**src/rtl/otter_intr_ctrl_if.sv**
```systemverilog
// Bundles the interrupt lines, CU handshake and MMIO configuration port of
// the OTTER interrupt controller; the controller takes the slave side.
interface otter_intr_ctrl_if #(
    parameter int NUM_SRC = 8,
    parameter int XLEN    = 32,
    parameter int IDW     = (NUM_SRC > 1) ? $clog2(NUM_SRC) : 1
);
    logic [NUM_SRC-1:0] intr_in;
    logic               mie;
    logic               int_ack;
    logic               int_clr;
    logic               cfg_wr;
    logic [1:0]         cfg_addr;
    logic [XLEN-1:0]    cfg_wdata;
    logic [XLEN-1:0]    cfg_rdata;
    logic               int_req;
    logic [IDW-1:0]     int_id;
    logic [XLEN-1:0]    int_vector;
    logic               int_active;

    modport master (
        output intr_in, mie, int_ack, int_clr, cfg_wr, cfg_addr, cfg_wdata,
        input  cfg_rdata, int_req, int_id, int_vector, int_active
    );

    modport slave (
        input  intr_in, mie, int_ack, int_clr, cfg_wr, cfg_addr, cfg_wdata,
        output cfg_rdata, int_req, int_id, int_vector, int_active
    );
endinterface

```
**src/rtl/otter_intr_ctrl.sv**
```systemverilog
// Multi-source interrupt controller for the OTTER multicycle CPU: synchronised,
// maskable, lowest-index-first prioritised sources with a vectored target.
module otter_intr_ctrl #(
    parameter int                 NUM_SRC     = 8,
    parameter int                 XLEN        = 32,
    parameter int                 SYNC_STAGES = 2,
    parameter logic [NUM_SRC-1:0] EDGE_MASK   = '1,
    parameter logic [XLEN-1:0]    VBASE_RST   = '0
) (
    input logic              clk,
    input logic              rst,
    otter_intr_ctrl_if.slave bus
);
    localparam int IDW = (NUM_SRC > 1) ? $clog2(NUM_SRC) : 1;
    localparam logic [XLEN-1:0] ALIGN_MASK = ~XLEN'(3);

    typedef enum logic [1:0] {IDLE, REQ, SERVICE} state_t;

    state_t             state, next_state;
    logic [NUM_SRC-1:0] sync_ff [SYNC_STAGES];
    logic [NUM_SRC-1:0] sync_hist;
    logic [NUM_SRC-1:0] sync_level;
    logic [NUM_SRC-1:0] rise;
    logic [NUM_SRC-1:0] pend_q;
    logic [NUM_SRC-1:0] pending;
    logic [NUM_SRC-1:0] enable;
    logic [NUM_SRC-1:0] eligible;
    logic [NUM_SRC-1:0] clr_mask;
    logic [XLEN-1:0]    vbase;
    logic [IDW-1:0]     winner;
    logic [IDW-1:0]     int_id;
    logic               int_req;
    logic               int_active;
    logic               any_eligible;
    logic [XLEN-1:0]    status;
    logic [XLEN-1:0]    rdata;

    always_ff @(posedge clk or posedge rst) begin
        if (rst) begin
            for (int i = 0; i < SYNC_STAGES; i++) sync_ff[i] <= '0;
            sync_hist <= '0;
        end else begin
            sync_ff[0] <= bus.intr_in;
            for (int i = 1; i < SYNC_STAGES; i++) sync_ff[i] <= sync_ff[i-1];
            sync_hist <= sync_ff[SYNC_STAGES-1];
        end
    end

    assign sync_level = sync_ff[SYNC_STAGES-1];
    assign rise       = sync_level & ~sync_hist & EDGE_MASK;

    // Level sources bypass the pending register and mirror the synchronised line.
    assign pending  = (pend_q & EDGE_MASK) | (sync_level & ~EDGE_MASK);
    assign eligible = pending & enable;

    always_comb begin
        winner = '0;
        for (int i = NUM_SRC - 1; i >= 0; i--) begin
            if (eligible[i]) winner = IDW'(i);
        end
    end

    assign any_eligible = |eligible;

    always_comb begin
        clr_mask = '0;
        if (bus.cfg_wr && bus.cfg_addr == 2'd1) clr_mask = bus.cfg_wdata[NUM_SRC-1:0];
        if (state == REQ && bus.int_ack) clr_mask = clr_mask | (NUM_SRC'(1) << int_id);
    end

    // A new edge in the same cycle as a clear leaves the bit set.
    always_ff @(posedge clk or posedge rst) begin
        if (rst) pend_q <= '0;
        else     pend_q <= ((pend_q & ~clr_mask) | rise) & EDGE_MASK;
    end

    always_ff @(posedge clk or posedge rst) begin
        if (rst) begin
            enable <= '0;
            vbase  <= VBASE_RST & ALIGN_MASK;
        end else if (bus.cfg_wr) begin
            if (bus.cfg_addr == 2'd0) enable <= bus.cfg_wdata[NUM_SRC-1:0];
            if (bus.cfg_addr == 2'd2) vbase  <= bus.cfg_wdata & ALIGN_MASK;
        end
    end

    always_ff @(posedge clk or posedge rst) begin
        if (rst) state <= IDLE;
        else     state <= next_state;
    end

    always_comb begin
        next_state = state;
        case (state)
            IDLE:    if (bus.mie && any_eligible) next_state = REQ;
            REQ: begin
                if (bus.int_ack)                            next_state = SERVICE;
                else if (!bus.mie || !eligible[int_id])     next_state = IDLE;
            end
            SERVICE: if (bus.int_clr) next_state = IDLE;
            default: next_state = IDLE;
        endcase
    end

    always_comb begin
        int_req    = (state == REQ);
        int_active = (state == SERVICE);
    end

    // The ID is captured once on entry to REQ and cleared whenever we fall back to IDLE.
    always_ff @(posedge clk or posedge rst) begin
        if (rst)                                    int_id <= '0;
        else if (state == IDLE && next_state == REQ) int_id <= winner;
        else if (next_state == IDLE)                int_id <= '0;
    end

    always_comb begin
        status           = XLEN'(int_id);
        status[XLEN-1]   = int_active;
        status[XLEN-2]   = int_req;
    end

    always_comb begin
        rdata = '0;
        case (bus.cfg_addr)
            2'd0: rdata = XLEN'(enable);
            2'd1: rdata = XLEN'(pending);
            2'd2: rdata = vbase;
            2'd3: rdata = status;
            default: rdata = '0;
        endcase
    end

    assign bus.cfg_rdata  = rdata;
    assign bus.int_req    = int_req;
    assign bus.int_active = int_active;
    assign bus.int_id     = int_id;
    assign bus.int_vector = vbase + XLEN'({int_id, 2'b00});
endmodule

```
**src/flat_wrapper.sv**
```systemverilog
// flat-port wrapper written by rule: the top's interface ports become plain ports
module otter_intr_ctrl_flat 
#(
    parameter int                 NUM_SRC     = 8,
    parameter int                 XLEN        = 32,
    parameter int                 SYNC_STAGES = 2,
    parameter logic [NUM_SRC-1:0] EDGE_MASK   = '1,
    parameter logic [XLEN-1:0]    VBASE_RST   = '0
)
  (clk, rst, bus_intr_in, bus_mie, bus_int_ack, bus_int_clr, bus_cfg_wr, bus_cfg_addr, bus_cfg_wdata, bus_cfg_rdata, bus_int_req, bus_int_id, bus_int_vector, bus_int_active);
  otter_intr_ctrl_if #(.NUM_SRC(NUM_SRC), .XLEN(XLEN)) bus_i ();
  input logic clk;
  input logic rst;
  input wire logic [$bits(bus_i.intr_in)-1:0] bus_intr_in;
  input wire logic [$bits(bus_i.mie)-1:0] bus_mie;
  input wire logic [$bits(bus_i.int_ack)-1:0] bus_int_ack;
  input wire logic [$bits(bus_i.int_clr)-1:0] bus_int_clr;
  input wire logic [$bits(bus_i.cfg_wr)-1:0] bus_cfg_wr;
  input wire logic [$bits(bus_i.cfg_addr)-1:0] bus_cfg_addr;
  input wire logic [$bits(bus_i.cfg_wdata)-1:0] bus_cfg_wdata;
  output wire logic [$bits(bus_i.cfg_rdata)-1:0] bus_cfg_rdata;
  output wire logic [$bits(bus_i.int_req)-1:0] bus_int_req;
  output wire logic [$bits(bus_i.int_id)-1:0] bus_int_id;
  output wire logic [$bits(bus_i.int_vector)-1:0] bus_int_vector;
  output wire logic [$bits(bus_i.int_active)-1:0] bus_int_active;
  assign bus_i.intr_in = bus_intr_in;
  assign bus_i.mie = bus_mie;
  assign bus_i.int_ack = bus_int_ack;
  assign bus_i.int_clr = bus_int_clr;
  assign bus_i.cfg_wr = bus_cfg_wr;
  assign bus_i.cfg_addr = bus_cfg_addr;
  assign bus_i.cfg_wdata = bus_cfg_wdata;
  assign bus_cfg_rdata = bus_i.cfg_rdata;
  assign bus_int_req = bus_i.int_req;
  assign bus_int_id = bus_i.int_id;
  assign bus_int_vector = bus_i.int_vector;
  assign bus_int_active = bus_i.int_active;
  otter_intr_ctrl #(.NUM_SRC(NUM_SRC), .XLEN(XLEN), .SYNC_STAGES(SYNC_STAGES), .EDGE_MASK(EDGE_MASK), .VBASE_RST(VBASE_RST)) u_core (.clk(clk), .rst(rst), .bus(bus_i));
endmodule
```
**config.mk**
```make
export PLATFORM = sky130hd
export DESIGN_NAME = otter_intr_ctrl_flat
export DESIGN_NICKNAME = d
export VERILOG_FILES = /design/src/rtl/otter_intr_ctrl_if.sv /design/src/rtl/otter_intr_ctrl.sv /design/src/flat_wrapper.sv
export SDC_FILE = /design/constraint.sdc
export NUM_CORES = 1
export LEC_CHECK = 0
export BUFFER_PORTS_ARGS = -buffer_cell sky130_fd_sc_hd__buf_4
export CORE_MARGIN = 1.5
export CORE_UTILIZATION = 43
export CTS_CLUSTER_DIAMETER = 40
export DETAILED_ROUTE_END_ITERATION = 10
export GPL_ROUTABILITY_DRIVEN = 0
export PLACE_DENSITY = 0.77
export SKIP_CTS_REPAIR_TIMING = 1
export SYNTH_ARGS = -nofsm -noshare
export SYNTH_HDL_FRONTEND = slang
export SYNTH_SLANG_ARGS = --single-unit
```
**constraint.sdc**
```tcl
create_clock -name clk -period 3.25 [get_ports clk]
set_input_delay 0.975 -clock clk [delete_from_list [all_inputs] [get_ports clk]]
set_output_delay 0.975 -clock clk [all_outputs]
set_load 0.01 [all_outputs]
```
==> out/metrics.cfg, run 1 <==
[status]
status = finished, violations left
violations = setup timing

[clock_tree]
root_buffer = clkbuf_8
clock-sinks = 75
clock_latency_ns = 0.35
clockBufferDepth = 2
cts_max_level = 3
path_clk_slew_ns = 0.09
cts_tree = done
cts_buffers = 9

[yosys]
async_reset_ff_share_pct = 100.0
syn_avg_cell_area_sq_um = 11.03
yosys_warnings = 0
synth_flop_cell = dfrtp_1
syn_inst = 347
ys_types = 47
seq_area_frac_synth_pct = 49.02
synth-edff-count = 0
ys_ff_latch = 75
netlist_area_sq_um = 3829

[power]
seqPwrFrac_pct = 42.4
p_switching_mw = 0.9576
ir_drop_v = 0.0002833
switching_share_pct = 33.09
leakagePower_nw = 2.324
power.density_nw_per_um2 = 575.6
clkPwrFrac_pct = 25.8
comb_power_share_pct = 31.8
p_int_mw = 1.936

[timing]
slew_viol_final = 0
setup_viol = 7
fin_crit_ns = 3.403
relSlewSlack_pct = 54.36
skew_ns = 0.008231
rsz0062_at_grt = true
setup_slack_ns = -0.1529
worst_pin_slew_ns = 0.6816
hold_violations = 0
fin_crit_sh_pct = 104.7
max_freq_mhz = 293.9
fin_worst_hold_slack_ns = 0.3511

[global_route]
grt_use_total_pct = 20.05
grt_pass1_wl_um = 15100
grt_max_degree = 54
grt_overflow = 0
grt_pass1_vias = 3055
antenna_found_initial = 0

[setup_path]
cp_max_fo = 4
crit_required_ns = 2.27
critPathMaxStageDelay_ns = 0.41
worstSetupEndpointType = output port
setup.worst_path.start_class = flip-flop
cp_slowest_cell = dfrtp_1
crit_arrival_ns = 2.43
worstSetupPathType = reg -> out
crit_chain = ha_2 > inv_2 > fa_2 > nor2b_4 > o211ai_1 > nor2_2 > nand3_1 > xnor2_1 > buf_4

[floorplan]
die_w_um = 97.36
initial_core_util_pct = 44.12
ioPinCount = 117
die_h_um = 97.36
core.rowCount = 34
fp.dieArea_sq_um = 9479
core-area_sq_um = 8678

[route]
met1_length_um = 3970
via_count = 3050
met2_length_um = 4319
wire_per_inst_um = 15.77
vias_per_cell = 5.304
drc_errors = 0
ant_nets = 0
drtIter0Drc = 134
wl_um = 9067
highest_layer = met4
drt_pass1_iterations = 4
wl_met3_um = 634

[placement]
io_buffers = 114
place_area_sq_um = 4788
pre_cts_ws_ns = 0.1037
dpl.hpwl_um = 6907

[worst_hold_path]
hp-class = reg -> reg

[layout]
fin_area_sq_um = 5027
area_growth_pct = 31.31
nNetsFinal = 514
antenna-diode-count = 0
final_layout_size_suffix_gt1_share_pct = 41.54

[flow_run]
max_cap_viol_count = 0

[worst max-delay path, delay by kind of cell (launching register included)]
kind	cells	cell delay [ns]
adder cells (fa/ha/maj)	2	0.58
buffers and inverters	2	0.18
AND/OR/NAND/NOR	3	0.50
AO/OA/AOI/OAI	1	0.21
XOR/XNOR	1	0.18
flip-flops	1	0.41
[area by class of cell]
| type | instances | area, sq um |
|---|---|---|
| clock buffer | 9 | 123.9 |
| clock inverter | 7 | 81.33 |
| fill | 721 | 3651 |
| inverter | 13 | 48.80 |
| multi-input combinational | 242 | 1841 |
| sequential | 75 | 1877 |
| tap | 108 | 135.1 |
| timing repair buffer | 121 | 920.9 |
[synthesized netlist by cell type (3+ instances only)]
master	number	area share [%]
a21o_1	3	0.59
and2_1	22	3.6
a22o_1	3	0.69
nand3_1	13	1.7
clkbuf_1	6	0.59
mux2_2	38	11
xor2_1	3	0.69
nand4_1	8	1.3
nand2_1	40	3.9
buf_4	4	0.78
and3_1	3	0.49
nor2_1	9	0.88
nor2b_1	5	0.82
and4_1	5	1.1
mux4_2	3	1.8
dfrtp_1	75	49
buf_2	8	1.0
inv_1	13	1.3
xnor2_1	25	5.7
mux2i_1	7	1.8
o211ai_1	7	1.4
o21ai_0	14	1.8
ha_1	3	0.98
[layout by cell type (no fill, tap or decap), types with 2 or more instances in the layout]
cell and count:
nor2_2 3, mux2_1 2, nor2b_1 4, and2_1 22, and4_1 4, a21o_1 3
dfrtp_1 75, nand2_1 40, a32o_1 2, nand2b_1 2, a22o_1 3, conb_1 2
inv_2 2, mux2_2 38, o21ai_0 14, and3_1 3, o311ai_0 2, nand3_1 13
xor2_1 3, mux4_2 3, ha_1 2, o211ai_1 7, a31oi_1 2, xnor2_1 25
buf_4 120, inv_6 4, mux2i_1 7, nor2_1 6, nand4_1 8, clkbuf_8 9
nor3_1 2, inv_1 11
[logic make-up after synthesis]
group | share of synthesized area (%)
simple gates | 17.03
compound gates | 6.896
xor+xnor | 6.405
other cells | 0.09795
mux | 15.36
fa+ha+maj | 1.503
flops | 49.02
buf+inv | 3.693
[flip-flops by register name, summed over array words and instances, names as in the netlist]
name,cells
u_core.bus.int_id,3
u_core.pend_q,8
u_core.enable,8
u_core.sync_level,8
u_core.vbase,30
u_core.state,2
u_core.sync_hist,8
u_core.sync_ff,8
[per-layer routing]
layer  track usage, %  up-vias
li1                 -     1434
met1            26.10     1494
met2            31.57      109
met3            6.619       13
met4            6.813        0
met5                0        -
[power groups by stage]
stage                     registers (mW)  logic (mW)  clock network, mW
after floorplan                     1.19       0.534                  0
after global placement              1.23       0.893                  0
after detailed placement            1.24       0.907                  0
after CTS                           1.22       0.912              0.766
after global routing                1.25       0.997              0.812
final                               1.23       0.919              0.747
[worst paths after layout]
path                                               from                              to  slack [ns]  cells after the start
max                         u_core.vbase[2]$_DFFE_PP0P_              bus_int_vector[16]       -0.15                      9
min                        u_core.sync_ff[14]$_DFF_PP0_  u_core.sync_level[6]$_DFF_PP0_        0.35                      0
max reg2reg                   u_core.state[1]$_DFF_PP0_      u_core.pend_q[0]$_DFF_PP0_        1.56                      5
min reg2reg                u_core.sync_ff[14]$_DFF_PP0_  u_core.sync_level[6]$_DFF_PP0_        0.35                      0
max in group asynchronous                           rst    u_core.vbase[27]$_DFFE_PP0P_        1.96                      3
min in group asynchronous                           rst    u_core.sync_ff[13]$_DFF_PP0_        0.65                      2
[per-stage QoR]
step	cells	power (mW)	util (%)	TNS (ns)
floorplan	348	1.728	-	0
global placement	558	2.126	55.18	0
detailed placement	558	2.150	55.18	0
CTS	574	2.901	57.54	-2.285
global route	575	3.060	57.93	-2.160
finish	575	2.894	57.93	-0.6761
Note: power is estimated with default switching activity, not from simulation.
==> inputs of run 2 (changes only) <==
- clock period: 3.25 -> 3.55 ns (I/O delays scaled with it)
==> run 2 against run 1 <==
First-iteration DRC count up 5.2%. The flow now finishes without violations. Routed wire length is 1.8% higher. Core utilization is 0.43 points lower. Clock skew grew 0.0022 ns. Combinational power shrank 8.3%. Largest cell class unchanged.
==> out/metrics.cfg, run 2 (synthesized netlist as in run 1, its figures left out) <==
[status]
status = completed

[placement]
placedCellCount = 557
io_buffers = 114
dpl.hpwl_um = 6999

[clock_tree]
path_clk_slew_ns = 0.08
clockBufferDepth = 2
clock-sinks = 75
cts_buffers = 9
cts_tree = done
clock_latency_ns = 0.35
root_buffer = clkbuf_8
cts_max_level = 3

[worst_hold_path]
min-delay-start = u_core.sync_ff[9]$_DFF_PP0_
hold_path_end = u_core.sync_level[1]$_DFF_PP0_
whs_path_depth = 0
hp-class = reg -> reg

[floorplan]
fp.dieArea_sq_um = 9479
core.rowCount = 34
core-area_sq_um = 8678
initial_core_util_pct = 44.12
die_h_um = 97.36
die_w_um = 97.36
ioPinCount = 117

[setup_path]
worstSetupPathType = reg -> out
ff2ff_path_depth = 5
cp_max_fo = 4
r2r_setup_slack_ns = 1.92
worstSetupEndpointType = output port
crit_arrival_ns = 2.40
crit_required_ns = 2.48
r2r-end = u_core.pend_q[0]$_DFF_PP0_
r2r_start = u_core.state[1]$_DFF_PP0_
setup.worst_path.start_class = flip-flop

[global_route]
grt_max_degree = 52
grt_overflow = 0
grt_pass1_vias = 2969
grt_use_total_pct = 19.51
grt_pass1_wl_um = 14630
antenna_found_initial = 0

[layout]
layout_common_cells = 117 x buf_4, 75 x dfrtp_1, 40 x nand2_1
largest_register = u_core.vbase
largest_reg_flops = 30
nNetsFinal = 512
final_layout_size_suffix_gt1_share_pct = 40.86
area_growth_pct = 30.33
layout_commonest_cell = buf_4
fin_cells = 573
fillCellCount = 755
finish.utilization_pct = 57.50
antenna-diode-count = 0

[timing]
slew_viol_final = 0
max_freq_mhz = 288.4
relSlewSlack_pct = 53.52
setup_viol = 0
worst_pin_slew_ns = 0.6941
fin_crit_sh_pct = 97.67
hold_violations = 0
fin_crit_ns = 3.467
rsz0062_at_grt = true
skew_ns = 0.01046

[route]
ant_nets = 0
drtIter0Drc = 141
vias_per_cell = 5.288
drc_errors = 0
wl_um = 9229
via_count = 3030
wire_per_inst_um = 16.11
drt_pass1_iterations = 4

[power]
ir_drop_v = 0.0002932
total_power_mw = 2.563
p_switching_mw = 0.8552
clkPwrFrac_pct = 23.2
seqPwrFrac_pct = 43.9
p_int_mw = 1.708
comb_power_share_pct = 32.9
switching_share_pct = 33.36
power.density_nw_per_um2 = 513.7
leakagePower_nw = 2.303

[flow_run]
max_cap_viol_count = 0

run 2: how the worst max path moves through the flow:
stage,depth (start not counted),start,to
6_report,9,u_core.vbase[2]$_DFFE_PP0P_,bus_int_vector[14]
2_1_floorplan,8,u_core.bus.int_id[0]$_DFFE_PP0P_,bus_int_vector[14]
3_5_place_dp,4,bus_cfg_addr[0],bus_cfg_rdata[26]
4_1_cts,8,u_core.bus.int_id[1]$_DFFE_PP0P_,bus_int_vector[19]
3_3_place_gp,4,bus_cfg_addr[0],bus_cfg_rdata[20]
5_1_grt,9,u_core.vbase[2]$_DFFE_PP0P_,bus_int_vector[14]
run 2: critical path, cell delays in order, from the launching register on:
cell      delay (ns)
dfrtp_1         0.41
ha_2            0.21
inv_2           0.04
fa_2            0.36
nor2b_4         0.13
o211ai_1        0.19
nor2_2          0.24
nand4_1         0.15
xnor2_1         0.18
buf_4           0.15
run 2: per-layer routing:
| metal | share of wire, % | up-vias | GRT usage, % |
|---|---|---|---|
| met5 | 0 | - | 0 |
| met4 | 1.5 | 0 | 6.813 |
| met3 | 7.1 | 15 | 5.468 |
| met2 | 48 | 103 | 32.00 |
| met1 | 43 | 1486 | 24.80 |
| li1 | - | 1426 | - |
run 2: through the flow:
step	hold WS, ns	cell area (sq um)	setup slack (ns)	TNS (ns)
2_1_floorplan	0.3312	3832	0.5200	0
3_3_place_gp	0.3317	4793	0.4014	0
3_5_place_dp	0.3365	4793	0.2947	0
4_1_cts	0.3557	4970	-0.05477	-0.1943
5_1_grt	0.3636	4990	-0.08393	-0.1823
6_report	0.3519	4990	0.08259	0
run 2: power by group through the flow:
stage / clock network, mW / logic (mW) / registers (mW)
2_1_floorplan: 0 / 0.489 / 1.09
3_3_place_gp: 0 / 0.817 / 1.13
3_5_place_dp: 0 / 0.836 / 1.14
4_1_cts: 0.611 / 0.841 / 1.12
5_1_grt: 0.640 / 0.913 / 1.14
6_report: 0.596 / 0.843 / 1.12
run 2: layout make-up:
class,count,area [sq um],share of cell area (%)
Tap cell,108,135.1,2.708
Inverter,13,48.80,0.9779
Clock buffer,11,141.4,2.834
Timing Repair Buffer,119,918.4,18.41
Multi-Input combinational cell,242,1834,36.76
Sequential cell,75,1877,37.61
Clock inverter,5,35.03,0.7021
==> inputs of run 3 (changes only) <==
- ABC_AREA: unset -> 1
- CAP_MARGIN: unset -> 20
==> run 3 against run 2 <==
The run now ends with setup timing left. Clock power grew 15%. Via count grew 26%. Synthesized cell count grew 41%. Synthesized area grew 1.9%. Worst hold slack lost 0.0024 ns. First-iteration DRC count grew 130%. Final cell count grew 28%. Cell area grew 5.6%. Routed wire length grew 18%. Largest cell class unchanged. Highest routed layer unchanged.
==> out/metrics.cfg, run 3 <==
[clock_tree]
cts_max_level = 3
clock-sinks = 75
path_clk_slew_ns = 0.09
clock_latency_ns = 0.36
clockBufferDepth = 2
cts_tree = done
cts_buffers = 9
root_buffer = clkbuf_8

[status]
violations = setup timing
status = finished, violations left

[layout]
area_growth_pct = 35.01
antenna-diode-count = 0
nNetsFinal = 672
final_layout_size_suffix_gt1_share_pct = 27.84
finish.utilization_pct = 60.12
layout_commonest_cell = buf_4
fin_cells = 733
largest_register = u_core.vbase
largest_reg_flops = 30
layout_common_cells = 126 x buf_4, 94 x nand2_1, 74 x dfrtp_1
fin_area_sq_um = 5269
fillCellCount = 773

[placement]
dpl.hpwl_um = 8217
placedCellCount = 709
io_buffers = 114
place_area_sq_um = 4923

[worst_hold_path]
hp-class = reg -> reg
whs_path_depth = 0

[timing]
setup_tns_ns = -0.1645
setup_slack_ns = -0.08906
fin_crit_sh_pct = 102.5
setup_viol = 3
fin_crit_ns = 3.639
hold_violations = 0
rsz0062_at_grt = true
worst_pin_slew_ns = 0.5651
max_freq_mhz = 274.8
slew_viol_final = 0
skew_ns = 0.01436
relSlewSlack_pct = 62.33

[global_route]
grt_use_total_pct = 22.89
grt_overflow = 0
grt_pass1_vias = 3587
antenna_found_initial = 0
grt_pass1_wl_um = 17600
grt_max_degree = 61

[yosys]
synth-edff-count = 0
seq_area_frac_synth_pct = 48.09
synth_top_cell_by_area = dfrtp_1
syn_inst = 491
syn_avg_cell_area_sq_um = 7.948
synthTopCellsByCount = 97 x nand2_1, 75 x dfrtp_1, 75 x inv_1, 69 x nor2_1, 28 x a21oi_1
synth_area_leaders = dfrtp_1 48%, nand2_1 9.3%, inv_1 7.2%
yosys_warnings = 0
ys_types = 32
netlist_area_sq_um = 3902
async_reset_ff_share_pct = 100.0
synth_flop_cell = dfrtp_1
ys_ff_latch = 75
yosysTopAreaCellShare_pct = 48.09
yosysMostFrequentCell = nand2_1

[power]
ir_drop_v = 0.0002198
switching_share_pct = 38.11
p_int_mw = 1.737
power.density_nw_per_um2 = 532.7
leakagePower_nw = 2.734
seqPwrFrac_pct = 38.6
comb_power_share_pct = 37.1
total_power_mw = 2.807
p_switching_mw = 1.070
clkPwrFrac_pct = 24.3

[route]
via_count = 3817
vias_per_cell = 5.207
drtIter0Drc = 326
wl_um = 10940
drc_errors = 0
ant_nets = 0
drt_pass1_iterations = 7
wire_per_inst_um = 14.92

[floorplan]
die_h_um = 98.27
die_w_um = 98.27
core.rowCount = 34
core-area_sq_um = 8763
ioPinCount = 117
initial_core_util_pct = 44.53
fp.dieArea_sq_um = 9656

[flow_run]
max_cap_viol_count = 0

[setup_path]
crit_required_ns = 2.48
setup.worst_path.start_class = flip-flop
ff2ff_path_depth = 13
cp_max_fo = 4
crit_arrival_ns = 2.57
worstSetupEndpointType = output port
worstSetupPathType = reg -> out

## run 3: cell types whose count changed in the layout (fill, tap and decap cells not counted), sizes merged, moves of 14 or more
| cell | previous run | this run |
|---|---|---|
| xor2 | 3 | 27 |
| a21oi | 1 | 29 |
| inv | 15 | 81 |
| nand2 | 40 | 100 |
| mux2 | 40 | 0 |
| and2 | 22 | 0 |
| nor3 | 2 | 16 |
| nor2 | 10 | 73 |
| xnor2 | 25 | 1 |
## run 3: kinds of logic after synthesis
kind of cell	after synthesis	synth area share, %
xor+xnor	28	6.284
flops	75	48.09
compound gates	73	10.84
simple gates	220	24.34
other cells	1	0.09609
buf+inv	90	8.881
fa+ha+maj	4	1.475
## run 3: worst paths after layout
path	endpoint	slack (ns)	start
worst max-delay path	bus_int_vector[28]	-0.09	u_core.vbase[2]$_DFFE_PP0P_
worst min register to register	u_core.sync_level[1]$_DFF_PP0_	0.35	u_core.sync_ff[9]$_DFF_PP0_
min in group asynchronous	u_core.vbase[22]$_DFFE_PP0P_	0.71	rst
worst max register to register	u_core.bus.int_id[0]$_DFFE_PP0P_	1.80	u_core.bus.int_id[0]$_DFFE_PP0P_
worst min-delay path	u_core.sync_level[1]$_DFF_PP0_	0.35	u_core.sync_ff[9]$_DFF_PP0_
max in group asynchronous	u_core.state[0]$_DFF_PP0_	2.23	rst
## run 3: worst max-delay path, stage by stage (launching register included)
cell	delay, ns
dfrtp_1	0.42
ha_4	0.15
inv_2	0.04
fa_2	0.37
inv_2	0.07
nand2_2	0.06
a21oi_4	0.22
nand2_4	0.10
nor3_4	0.20
nand2_2	0.11
nor2_4	0.11
nand2_2	0.06
xor2_1	0.16
buf_4	0.15
## run 3: stage by stage
step	hold WS, ns	setup slack [ns]
finish	0.3495	-0.08906
CTS	0.3554	-0.2731
floorplan	0.3312	0.3494
detailed placement	0.3347	0.1290
global placement	0.3328	0.2240
global route	0.3588	-0.1912
## run 3: area by class of cell
class | instances | area, sq um | area share [%]
Multi-Input combinational cell | 327 | 1760 | 33.41
Clock buffer | 9 | 123.9 | 2.351
Tap cell | 108 | 135.1 | 2.565
Clock inverter | 7 | 81.33 | 1.544
Sequential cell | 75 | 1878 | 35.64
Inverter | 78 | 292.8 | 5.557
Timing Repair Buffer | 129 | 997.2 | 18.93
## run 3: per-layer routing
layer	up-vias	GRT usage, %	wire [um]
met5	-	0	0
met4	0	8.234	312
met3	28	6.299	885
met2	185	35.17	5112
met1	1782	31.26	4625
li1	1822	-	-
## run 3: power groups by stage
stage / sequential, mW / combinational (mW) / clock [mW]
detailed placement: 1.09 / 0.988 / 0
CTS: 1.07 / 0.991 / 0.697
finish: 1.08 / 1.04 / 0.683
global placement: 1.08 / 0.969 / 0
global route: 1.10 / 1.14 / 0.744
floorplan: 1.07 / 0.569 / 0
